[config.mk]
export PLATFORM = sky130hd
export DESIGN_NAME = mem_bist_seq_flat
export DESIGN_NICKNAME = d
export VERILOG_FILES = /design/src/rtl/mem_bist_pkg.sv /design/src/rtl/mem_bist_seq_if.sv /design/src/rtl/mem_bist_cmp.sv /design/src/rtl/mem_bist_seq.sv /design/src/flat_wrapper.sv
export SDC_FILE = /design/constraint.sdc
export NUM_CORES = 1
export LEC_CHECK = 0
export CAP_MARGIN = 20
export CORE_AREA = 2 2 58 60
export CTS_CLUSTER_DIAMETER = 60
export CTS_CLUSTER_SIZE = 12
export DETAILED_ROUTE_END_ITERATION = 8
export DIE_AREA = 0 0 60 62
export MAX_ROUTING_LAYER = met4
export PLACE_DENSITY = 0.9
export SYNTH_ARGS = -nofsm -noshare
export SYNTH_HDL_FRONTEND = slang
export SYNTH_SLANG_ARGS = --single-unit
[constraint.sdc]
create_clock -name clk -period 2.4 [get_ports clk]
set_input_delay 0.24 -clock clk [delete_from_list [all_inputs] [get_ports clk]]
set_output_delay 0.24 -clock clk [all_outputs]
set_load 0.02 [all_outputs]
[src/rtl/mem_bist_pkg.sv]
// Shared types and the test-pattern generator for the memory write/readback sequencer.
package mem_bist_pkg;

  typedef enum logic [2:0] {IDLE, WRITE, READ, DRAIN, DONE} bist_state_e;

  localparam int PAT_W = 32;

  // P(a) = 2*a; callers truncate to the memory width, which gives the mod 2^WIDTH wrap.
  function automatic logic [PAT_W-1:0] pattern(input logic [PAT_W-1:0] a, input logic inv);
    logic [PAT_W-1:0] p;
    p = a << 1;
    return inv ? ~p : p;
  endfunction

endpackage

[src/rtl/mem_bist_seq_if.sv]
// Single-port memory bus between the BIST sequencer (master) and the memory (slave).
interface mem_bist_seq_if #(
  parameter int DEPTH = 16,
  parameter int WIDTH = 8
);
  localparam int AW = $clog2(DEPTH);

  logic             mem_write_en;
  logic [AW-1:0]    mem_addr;
  logic [WIDTH-1:0] mem_data_in;
  logic [WIDTH-1:0] mem_data_out;

  modport master (output mem_write_en, mem_addr, mem_data_in, input mem_data_out);
  modport slave  (input mem_write_en, mem_addr, mem_data_in, output mem_data_out);
endinterface

[src/rtl/mem_bist_cmp.sv]
// Readback checker: one-stage expected-value pipeline, comparator, error count and
// first-failing-address capture.
module mem_bist_cmp
  import mem_bist_pkg::*;
#(
  parameter int DEPTH = 16,
  parameter int WIDTH = 8
) (
  input  logic                            clk,
  input  logic                            rst,
  input  logic                            clr,
  input  logic                            issue,
  input  logic [$clog2(DEPTH)-1:0]        addr,
  input  logic [WIDTH-1:0]                exp,
  input  logic [WIDTH-1:0]                rdata,
  output logic [$clog2(2*DEPTH+1)-1:0]    err_count,
  output logic [$clog2(DEPTH)-1:0]        first_err_addr
);
  localparam int AW = $clog2(DEPTH);
  localparam int EW = $clog2(2*DEPTH+1);

  logic             vld;
  logic [AW-1:0]    addr_q;
  logic [WIDTH-1:0] exp_q;
  logic             mismatch;

  // The memory returns data one cycle after the address is issued, so the
  // issued address/expected value ride alongside for exactly one stage.
  always_ff @(posedge clk or posedge rst) begin
    if (rst) begin
      vld    <= 1'b0;
      addr_q <= '0;
      exp_q  <= '0;
    end else begin
      vld    <= issue && !clr;
      addr_q <= addr;
      exp_q  <= exp;
    end
  end

  assign mismatch = vld && (rdata != exp_q);

  always_ff @(posedge clk or posedge rst) begin
    if (rst) begin
      err_count      <= '0;
      first_err_addr <= '0;
    end else if (clr) begin
      err_count      <= '0;
      first_err_addr <= '0;
    end else if (mismatch) begin
      err_count <= EW'(err_count + 1'b1);
      if (err_count == '0) first_err_addr <= addr_q;
    end
  end

endmodule

[src/rtl/mem_bist_seq.sv]
// Memory BIST sequencer: fills every address with P(a), reads back and reports results.
// Define MEM_BIST_INVERT_PASS_EN to add a second write/read pass using ~P(a).
module mem_bist_seq
  import mem_bist_pkg::*;
#(
  parameter int DEPTH = 16,
  parameter int WIDTH = 8
) (
  input  logic                          clk,
  input  logic                          rst,
  input  logic                          start,
  output logic                          busy,
  output logic                          done,
  output logic                          pass,
  output logic [$clog2(2*DEPTH+1)-1:0]  err_count,
  output logic [$clog2(DEPTH)-1:0]      first_err_addr,
  mem_bist_seq_if.master                mem
);
  localparam int AW = $clog2(DEPTH);

  localparam logic [2:0] ST_IDLE  = IDLE;
  localparam logic [2:0] ST_WRITE = WRITE;
  localparam logic [2:0] ST_READ  = READ;
  localparam logic [2:0] ST_DRAIN = DRAIN;
  localparam logic [2:0] ST_DONE  = DONE;

  function automatic logic [WIDTH-1:0] pat_w(input logic [AW-1:0] a, input logic i);
    return WIDTH'(pattern(PAT_W'(a), i));
  endfunction

  logic [2:0]    state;
  logic          inv;
  logic          last;
  logic          launch;
  logic [AW-1:0] addr_nxt;

  assign last     = (mem.mem_addr == AW'(DEPTH-1));
  assign launch   = start && (state == ST_IDLE || state == ST_DONE);
  assign addr_nxt = AW'(mem.mem_addr + 1'b1);

  assign busy = (state == ST_WRITE) || (state == ST_READ) || (state == ST_DRAIN);
  assign pass = done && (err_count == '0);

  // mem_addr doubles as the address counter so the memory side stays registered.
  always_ff @(posedge clk or posedge rst) begin
    if (rst) begin
      state            <= ST_IDLE;
      inv              <= 1'b0;
      done             <= 1'b0;
      mem.mem_write_en <= 1'b0;
      mem.mem_addr     <= '0;
      mem.mem_data_in  <= '0;
    end else begin
      case (state)
        ST_IDLE, ST_DONE: begin
          if (launch) begin
            state            <= ST_WRITE;
            inv              <= 1'b0;
            done             <= 1'b0;
            mem.mem_write_en <= 1'b1;
            mem.mem_addr     <= '0;
            mem.mem_data_in  <= pat_w('0, 1'b0);
          end else if (state == ST_DONE) begin
            done <= 1'b1;
          end
        end
        ST_WRITE: begin
          if (last) begin
            state            <= ST_READ;
            mem.mem_write_en <= 1'b0;
            mem.mem_addr     <= '0;
            mem.mem_data_in  <= '0;
          end else begin
            mem.mem_addr    <= addr_nxt;
            mem.mem_data_in <= pat_w(addr_nxt, inv);
          end
        end
        ST_READ: begin
          if (last) begin
            state        <= ST_DRAIN;
            mem.mem_addr <= '0;
          end else begin
            mem.mem_addr <= addr_nxt;
          end
        end
        ST_DRAIN: begin
`ifdef MEM_BIST_INVERT_PASS_EN
          if (!inv) begin
            state            <= ST_WRITE;
            inv              <= 1'b1;
            mem.mem_write_en <= 1'b1;
            mem.mem_addr     <= '0;
            mem.mem_data_in  <= pat_w('0, 1'b1);
          end else begin
            state <= ST_DONE;
          end
`else
          state <= ST_DONE;
`endif
        end
        default: state <= ST_IDLE;
      endcase
    end
  end

  mem_bist_cmp #(.DEPTH(DEPTH), .WIDTH(WIDTH)) u_cmp (
    .clk            (clk),
    .rst            (rst),
    .clr            (launch),
    .issue          (state == ST_READ),
    .addr           (mem.mem_addr),
    .exp            (pat_w(mem.mem_addr, inv)),
    .rdata          (mem.mem_data_out),
    .err_count      (err_count),
    .first_err_addr (first_err_addr)
  );

endmodule

[src/flat_wrapper.sv]
// flat-port wrapper written by rule: the top's interface ports become plain ports
module mem_bist_seq_flat import mem_bist_pkg::*;
#(
  parameter int DEPTH = 16,
  parameter int WIDTH = 8
)
  (clk, rst, start, busy, done, pass, err_count, first_err_addr, mem_mem_write_en, mem_mem_addr, mem_mem_data_in, mem_mem_data_out);
  mem_bist_seq_if #(.DEPTH(DEPTH), .WIDTH(WIDTH)) mem_i ();
  input  logic clk;
  input  logic rst;
  input  logic start;
  output logic busy;
  output logic done;
  output logic pass;
  output logic [$clog2(2*DEPTH+1)-1:0] err_count;
  output logic [$clog2(DEPTH)-1:0] first_err_addr;
  output wire logic [$bits(mem_i.mem_write_en)-1:0] mem_mem_write_en;
  output wire logic [$bits(mem_i.mem_addr)-1:0] mem_mem_addr;
  output wire logic [$bits(mem_i.mem_data_in)-1:0] mem_mem_data_in;
  input wire logic [$bits(mem_i.mem_data_out)-1:0] mem_mem_data_out;
  assign mem_mem_write_en = mem_i.mem_write_en;
  assign mem_mem_addr = mem_i.mem_addr;
  assign mem_mem_data_in = mem_i.mem_data_in;
  assign mem_i.mem_data_out = mem_mem_data_out;
  mem_bist_seq #(.DEPTH(DEPTH), .WIDTH(WIDTH)) u_core (.clk(clk), .rst(rst), .start(start), .busy(busy), .done(done), .pass(pass), .err_count(err_count), .first_err_addr(first_err_addr), .mem(mem_i));
endmodule
Word level (Yosys, flattened, before mapping)
Cells that the tools add are included.
{"block": "totals", "word_cells": 63, "rom_bits": 0, "reg_bits": 32, "mem_count": 0, "output_inout_bits": 26, "latchBits": 0, "ramBits": 0}
{"block": "classes", "mul": 0, "div_mod_pow": 0, "n_reduce_logical": 23, "n_bitwise": 0, "addsub": 2, "n_shift": 0, "magnitude_cmp": 0, "n_mux": 20, "eq_ne": 9}
{"cell": "2-to-1 mux 4 bit", "n": 5}
{"cell": "case mux 8 bit (2 select lines)", "n": 1}
{"cell": "2-to-1 mux 6 bit", "n": 2}
{"cell": "case mux 3 bit (4 select lines)", "n": 1}
{"cell": "nonzero test 2 bit", "n": 5}
{"cell": "2-to-1 mux 3 bit", "n": 3}
{"cell": "2-to-1 mux 8 bit", "n": 1}
{"cell": "!= test 8 x 5 -> 1 bit", "n": 1}
{"cell": "case mux 4 bit (2 select lines)", "n": 1}
{"cell": "AND reduction 2 bit", "n": 4}
{"cell": "adder 6 x 1 -> 6 bit (second input constant)", "n": 1}
{"cell": "equality test 3 x 2 -> 1 bit (second input constant)", "n": 2}
{"cell": "zero test 6 bit", "n": 1}
{"cell": "AND reduction 3 bit", "n": 2}
{"cell": "2-to-1 mux 5 bit", "n": 1}
{"cell": "adder 4 x 1 -> 4 bit (second input constant)", "n": 1}
{"cell": "equality test 4 bit (second input constant)", "n": 1}
{"cell": "logical AND 1 bit", "n": 4}
{"cell": "2-to-1 mux 1 bit", "n": 4}
{"cell": "!= test 2 x 1 -> 1 bit (second input constant)", "n": 2}
{"cell": "OR reduction 2 bit", "n": 2}
{"cell": "equality test 3 x 1 -> 1 bit (second input constant)", "n": 1}
{"cell": "equality test 3 bit (second input constant)", "n": 1}
{"cell": "zero test 3 bit", "n": 1}
{"cell": "4 further kinds", "n": 6}

Logic depth before layout (Yosys ltp)
Gate-level depths: netlist (run 1).
{"block": "logic_depth", "depth_word": 5, "depth_mapped": 6}

Hierarchy
From an unflattened synthesis (run 1), not the netlist that was laid out.
{"block": "unflattened", "hier_cells": 158, "area_unflattened_um2": 1681.6}
{"mod": "mem_bist_cmp", "area_per_inst_um2": 934.6, "n_inst": 1, "cells_per_inst": 73}
{"mod": "mem_bist_seq", "area_per_inst_um2": 747.0, "n_inst": 1, "cells_per_inst": 85}

Least setup slack after synthesis (run 1)
Ideal clock, no wire load.
{"block": "synth_timing", "path_type": "reg-to-reg", "start": "register u_core.mem.mem_addr[0]", "end": "register u_core.state[0]", "arrival_time_ns": 1.356, "slack_ns": 0.968, "required_time_ns": 2.323, "path_buffers": 0, "path_stages_with_launch": 5, "cell_sequence": "dfrtp_1 > ha_1 > nand3_1 > mux2_2 > o21ai_1"}
{"block": "synth_via", "elab_chain_cells": 3}
{"element": "start, declared", "line_no": "mem_bist_seq_if.sv:13", "text": "modport master (output mem_write_en, mem_addr, mem_data_in, input mem_data_out);"}
{"element": "start signal, assigned", "line_no": "mem_bist_seq.sv:74", "text": "mem.mem_addr <= addr_nxt;"}
{"element": "start signal, assigned", "line_no": "mem_bist_seq.sv:83", "text": "mem.mem_addr <= addr_nxt;"}
{"element": "equality test 4 bit (*)", "line_no": "mem_bist_seq.sv:37", "text": "assign last = (mem.mem_addr == AW'(DEPTH-1));"}
{"element": "!= test 2 x 1 -> 1 bit (no source line)"}
{"element": "AND reduction 3 bit (no source line) (*)"}
{"element": "end signal, assigned", "line_no": "mem_bist_seq.sv:47", "text": "state <= ST_IDLE;"}
{"element": "end signal, assigned", "line_no": "mem_bist_seq.sv:57", "text": "state <= ST_WRITE;"}
{"element": "end signal, assigned", "line_no": "mem_bist_seq.sv:69", "text": "state <= ST_READ;"}
{"element": "end, declared", "line_no": "mem_bist_seq.sv:31", "text": "logic [2:0] state;"}
Mark *: on every way between the ends. The rest lies on a longest branch, timed or not.
A chain may end at the register's enable or synchronous reset.

Worst setup path in the final report (run 1)
{"block": "layout_timing", "start": "register u_core.u_cmp.err_count[2]", "end": "output port pass"}
{"block": "layout_via", "elab_chain_cells": 2}
{"element": "start, declared", "line_no": "mem_bist_cmp.sv:16", "text": "output logic [$clog2(2*DEPTH+1)-1:0] err_count,"}
{"element": "start signal, assigned", "line_no": "mem_bist_cmp.sv:51", "text": "err_count <= EW'(err_count + 1'b1);"}
{"element": "zero test 6 bit", "line_no": "mem_bist_seq.sv:42", "text": "assign pass = done && (err_count == '0);"}
{"element": "logical AND 1 bit", "line_no": "mem_bist_seq.sv:42"}
{"element": "end, declared", "line_no": "flat_wrapper.sv:14", "text": "output logic pass;"}
No other way between the ends.

==> flow_summary.yaml, run 1 <==
logic_synthesis:
  ys_types: 39
  yosys_register_bits: 28
  synth_flop_cell: "dfrtp_1"
  synth_area_um2: 1463
  netlist_instances: 143
  synth-edff-count: 0
  synthArstFlopShare: 1.000
  synth.area.top_cells: "dfrtp_1 (48%), mux2i_1 (6.8%), nand2_1 (5.4%)"
  yosysSeqAreaShare: 0.4790
  yosys_warnings: 0
  synth_area_leader_cell: "dfrtp_1"
  avgSynthCellArea_um2: 10.23
  synth_top_area_share: 0.4790
sta:
  skew_ns: 0.005563
  setup_ws_ns: 0.2111
  finalSetupViolCount: 0
  rsz0062_at_grt: "false"
  fin_crit_sh: 0.9120
  setup_tns_ns: 0
  final.min_clock_period_ns: 2.189
  hold_viol_final: 0
  drv_slew: 0
  fmax_mhz: 456.9
status:
  run_status: "finished, final reports clean"
placement:
  place_congestion: 0.8848
  dp_slack_ns: 0.5917
  port_buffers: 32
  place_hpwl_um: 2162
  place_inst: 220
power_and_ir_drop:
  leakagePower_nw: 0.8058
  power_density_nw_per_um2: 1101
  power_mw: 2.044
  irDropWorstVdd_v: 0.0007111
clock_network:
  root_buffer: "clkbuf_4"
  cts_made_buffers: 3
  clk_pin_slew_worst_paths_ns: 0.14
  htreeDepth: 1
  clk_latency_ns: 0.31
  cts_tree: "built"
  clock_path_buffers: 2
  hold_buffers: 0
  postCtsSetupBuffers: 0
  cts_num_sinks: 28
  cts_resized: 0
route:
  drcViolationCount: 0
  drt-vias-per-instance: 5.135
  first_iter_violations: 35
  drt_first_pass_iters: 4
  route.vias.total: 1145
  wl_um: 2877
  ant_nets: 0
  wire_per_inst_um: 12.90
floorplanning:
  dieArea_um2: 3720
  initial_utilization: 0.4601
  fp-row-count: 21
  ios: 37
  die_h_um: 62
  die_width_um: 60
  core_area_um2: 3179
cells_and_area:
  mostFrequentLayoutCell: "clkdlybuf4s50_1"
  diodes: 0
  fillers: 287
  syn_to_final_growth_pct: 26.95
  drive_above_1_share: 0.08475
  final_cell_mix: "clkdlybuf4s50_1 (32), dfrtp_1 (28), nand2_1 (21), a21oi_1 (13), mux2i_1 (10)"
  layout.cells.non_filler: 223
  final_nets: 193
setup_path:
  worst-path-stages: 3
  cp_slowest_stage_delay_ns: 0.60
  crit_chain: "nor3_1, and4b_1, clkdlybuf4s50_1"
  reg2reg_depth: 6
  rrSetupSlack_ns: 0.86
  path_max_fanout: 8
  critical_path_class: "flop to primary output"
  arrival_ns: 1.95
  worstSetupEndpointType: "primary output"
  cp-start-kind: "flop"
  worstPathRequired_ns: 2.16
  critPathTopFamily: "buffers and inverters"
  worst-path-buf-inv: 1
  slowest_stage: "clkdlybuf4s50_1"
global_routing:
  overflow: 0
  grt_usage: 0.1738
  grt_pass1_wl_um: 4719
  grt_max_degree: 29
  grt_antenna_before_repair: 0
  grt_pass1_vias: 1065
run:
  maxCapViolations: 0
worst_hold_path:
  holdCritPathClass: "input port to async pin"
[cells in the mapped netlist, types with 2 or more instances]
cell type	n
buf_4	4
inv_1	5
mux2i_1	10
nand2_1	21
a21oi_1	13
nor2_1	6
nand3_1	3
clkbuf_1	2
o21a_1	3
nand4_1	3
a22o_1	4
nand2b_1	5
buf_2	2
o21ai_0	2
dfrtp_1	28
nor2b_1	2
ha_1	3
xor2_1	5
o22ai_1	2
[per-stage QoR]
stage	area [um^2]	util	hold WS [ns]
after floorplan	1474	-	0.3054
after global placement	1834	0.5769	0.4868
after detailed placement	1834	0.5769	0.4877
after CTS	1857	0.5840	0.2818
after global routing	1857	0.5840	0.3136
final	1857	0.5840	0.2697
[cell type report]
type	count	area, um^2	share of cell area
clock buffers	3	22.52	0.01213
inverters	5	18.77	0.01011
multi-input cells	105	706.9	0.3807
flip-flops and latches	28	700.7	0.3774
well taps	46	57.56	0.03100
repair buffers	36	350.3	0.1887
[cells by family (layout without fill, tap and decap cells)]
kind of cell / count (synthesis) / after routing / synth area share
simple gates: 50 / 50 / 0.1933
mux: 11 / 11 / 0.07614
other cells: 1 / 4 / 0.002564
buf+inv: 13 / 44 / 0.04534
fa+ha+maj: 3 / 3 / 0.02567
flops: 28 / 28 / 0.4790
compound gates: 32 / 32 / 0.1480
xor+xnor: 5 / 5 / 0.02994
[metal layers]
metal,vias up,GRT usage,share of wire
li1,564,-,-
met1,537,0.2249,0.45
met2,40,0.2842,0.49
met3,4,0.02484,0.052
met4,0,0.05397,0.0076
met5,-,-,0
[report_power, final]
part	internal (mW)	leakage, nW	switching, mW
clock network	0.0587	0.0138	0.126
logic	0.492	0.433	0.567
registers	0.629	0.359	0.172
[final timing paths]
path                                                        from                                          to
hold / removal                                               rst                  u_core.u_cmp.vld$_DFF_PP0_
max in group asynchronous                                    rst  u_core.u_cmp.first_err_addr[1]$_DFFE_PP0P_
setup / recovery           u_core.u_cmp.err_count[2]$_DFFE_PP0P_                                        pass
hold reg to reg              u_core.mem.mem_write_en$_DFFE_PP0P_         u_core.mem.mem_write_en$_DFFE_PP0P_
setup reg to reg                     u_core.state[0]$_DFFE_PP0P_       u_core.u_cmp.err_count[5]$_DFFE_PP0P_
min in group clk             u_core.mem.mem_write_en$_DFFE_PP0P_         u_core.mem.mem_write_en$_DFFE_PP0P_
[registers in the layout, summed over array words and instances, names as in the netlist]
signal                       flops
u_core.u_cmp.err_count           6
u_core.mem.mem_addr              4
u_core.mem.mem_data_in           4
u_core.u_cmp.exp_q               4
u_core.u_cmp.first_err_addr      4
u_core.state                     3
u_core.done                      1
u_core.mem.mem_write_en          1
u_core.u_cmp.vld                 1
[tightest hold or removal path, cell delays in order]
cell and delay, ns:
clkdlybuf4s50_1 0.39, inv_1 0.05, buf_4 0.32
Power figures use the tool's default switching activity.
==> run 2, diff against run 1 <==
--- a/config.mk
+++ b/config.mk
@@ -14,3 +14,4 @@
 export MAX_ROUTING_LAYER = met4
-export PLACE_DENSITY = 0.9
+export PLACE_DENSITY = 0.78
+export SKIP_CTS_REPAIR_TIMING = 1
 export SYNTH_ARGS = -nofsm -noshare
--- a/constraint.sdc
+++ b/constraint.sdc
@@ -3,2 +3,2 @@
 set_output_delay 0.24 -clock clk [all_outputs]
-set_load 0.02 [all_outputs]
+set_load 0.005 [all_outputs]
==> run 2 against run 1 <==
Net effect: worst hold slack worse by 0.019 ns; final area up 1.2%; clock-buffer cell count unchanged; die area unchanged; critical path depth unchanged; fmax up 9.4%; non-clock buffer count down 1; sequential share of layout area down 0.45 points; cell count unchanged; routed wire length unchanged; clock power up 65%; register-to-register slack better by 0.03 ns; highest routed layer unchanged.
==> flow_summary.yaml, run 2 (synthesized netlist as in run 1, its figures left out) <==
placement:
  dpl_cell_area_um2: 1827
  dp_slack_ns: 0.5929
  place_hpwl_um: 2152
  port_buffers: 32
  place_congestion: 0.8676
  place_inst: 219
sta:
  hold_viol_final: 0
  fin_crit_sh: 0.8334
  final.min_clock_period_ns: 2.000
  drv_slew: 0
  skew_ns: 0.007043
  rsz0062_at_grt: "false"
  setup_tns_ns: 0
  finalSetupViolCount: 0
  hold_slack_ns: 0.2511
  fmax_mhz: 500.0
  setup_ws_ns: 0.3999
route:
  ant_nets: 0
  route.vias.total: 1147
  drt-vias-per-instance: 5.143
  wire_per_inst_um: 12.90
  drcViolationCount: 0
  drt_first_pass_iters: 4
  first_iter_violations: 26
  wl_um: 2877
cells_and_area:
  final_nets: 192
  drive_above_1_share: 0.08475
  largest_register: "u_core.u_cmp.err_count"
  fin_area_um2: 1879
  diodes: 0
  final_cell_mix: "clkdlybuf4s50_1 (32), dfrtp_1 (28), nand2_1 (21), a21oi_1 (13), mux2i_1 (10)"
  mostFrequentLayoutCell: "clkdlybuf4s50_1"
  largest_reg_flops: 6
  layout.cells.non_filler: 223
  syn_to_final_growth_pct: 28.49
  post-route-util: 0.5911
global_routing:
  overflow: 0
  grt_pass1_vias: 1122
  grt_usage: 0.1760
  grt_pass1_wl_um: 4761
  grt_max_degree: 29
  grt_antenna_before_repair: 0
setup_path:
  worstSetupEndpointType: "primary output"
  slowest_stage: "clkdlybuf4s50_1"
  crit_chain: "nor3_1, and4b_1, clkdlybuf4s50_1"
  cp-start-kind: "flop"
  path_max_fanout: 8
  cp_slowest_stage_delay_ns: 0.50
  arrival_ns: 1.76
  critical_path_class: "flop to primary output"
  worstPathRequired_ns: 2.16
clock_network:
  htreeDepth: 1
  cts_tree: "built"
  cts_made_buffers: 3
  root_buffer: "clkbuf_4"
  clk_pin_slew_worst_paths_ns: 0.15
  clock_path_buffers: 2
  cts_num_sinks: 28
  clk_latency_ns: 0.32
floorplanning:
  dieArea_um2: 3720
  core_area_um2: 3179
  fp-row-count: 21
  ios: 37
  die_width_um: 60
  die_h_um: 62
  initial_utilization: 0.4601
power_and_ir_drop:
  irDropWorstVdd_v: 0.0005917
  power_density_nw_per_um2: 1071
  power_mw: 2.012
  leakagePower_nw: 0.8152
worst_hold_path:
  holdCritPathClass: "input port to async pin"
status:
  run_status: "finished, final reports clean"
run:
  maxCapViolations: 0
[run 2: cell types whose count changed in the layout (fill, tap and decap cells not counted)]
cell / change
buf_4: -1
bufinv_16: +1
[run 2: critical path: cells and delay by family, from the launching register on]
kind                   cells  cell delay, ns
buffers and inverters      1            0.50
DFF                        1            0.48
and+or+nand+nor            2            0.47
[run 2: report_power, final]
group,internal (mW),leakage [nW],switching [mW]
clock,0.169,0.0279,0.137
sequential,0.629,0.359,0.173
combinational,0.487,0.428,0.418
[run 2: path summary, 6_finish.rpt]
path | startpoint | end | slack (ns) | cells after the start
min in group clk | u_core.mem.mem_data_in[2]$_DFFE_PP0P_ | u_core.mem.mem_data_in[2]$_DFFE_PP0P_ | 0.52 | 1
hold reg to reg | u_core.mem.mem_data_in[2]$_DFFE_PP0P_ | u_core.mem.mem_data_in[2]$_DFFE_PP0P_ | 0.52 | 1
hold / removal | rst | u_core.u_cmp.first_err_addr[3]$_DFFE_PP0P_ | 0.25 | 3
setup / recovery | u_core.u_cmp.err_count[2]$_DFFE_PP0P_ | pass | 0.40 | 3
max in group asynchronous | rst | u_core.u_cmp.err_count[1]$_DFFE_PP0P_ | 1.89 | 3
setup reg to reg | u_core.mem.mem_addr[0]$_DFFE_PP0P_ | u_core.state[0]$_DFFE_PP0P_ | 0.89 | 4
[run 2: metal layers]
layer / routed length [um] / track usage / vias to the layer above
li1: - / - / 563
met1: 1329 / 0.2184 / 552
met2: 1403 / 0.2950 / 28
met3: 116 / 0.02277 / 4
met4: 27 / 0.06667 / 0
met5: 0 / - / -
[run 2: final cells by class]
type,instances,area [um^2]
inverters,5,18.77
clock inverters,1,30.03
clock buffers,3,22.52
multi-input cells,105,706.9
flip-flops and latches,28,700.7
fillers,293,1300
well taps,46,57.56
repair buffers,35,342.8
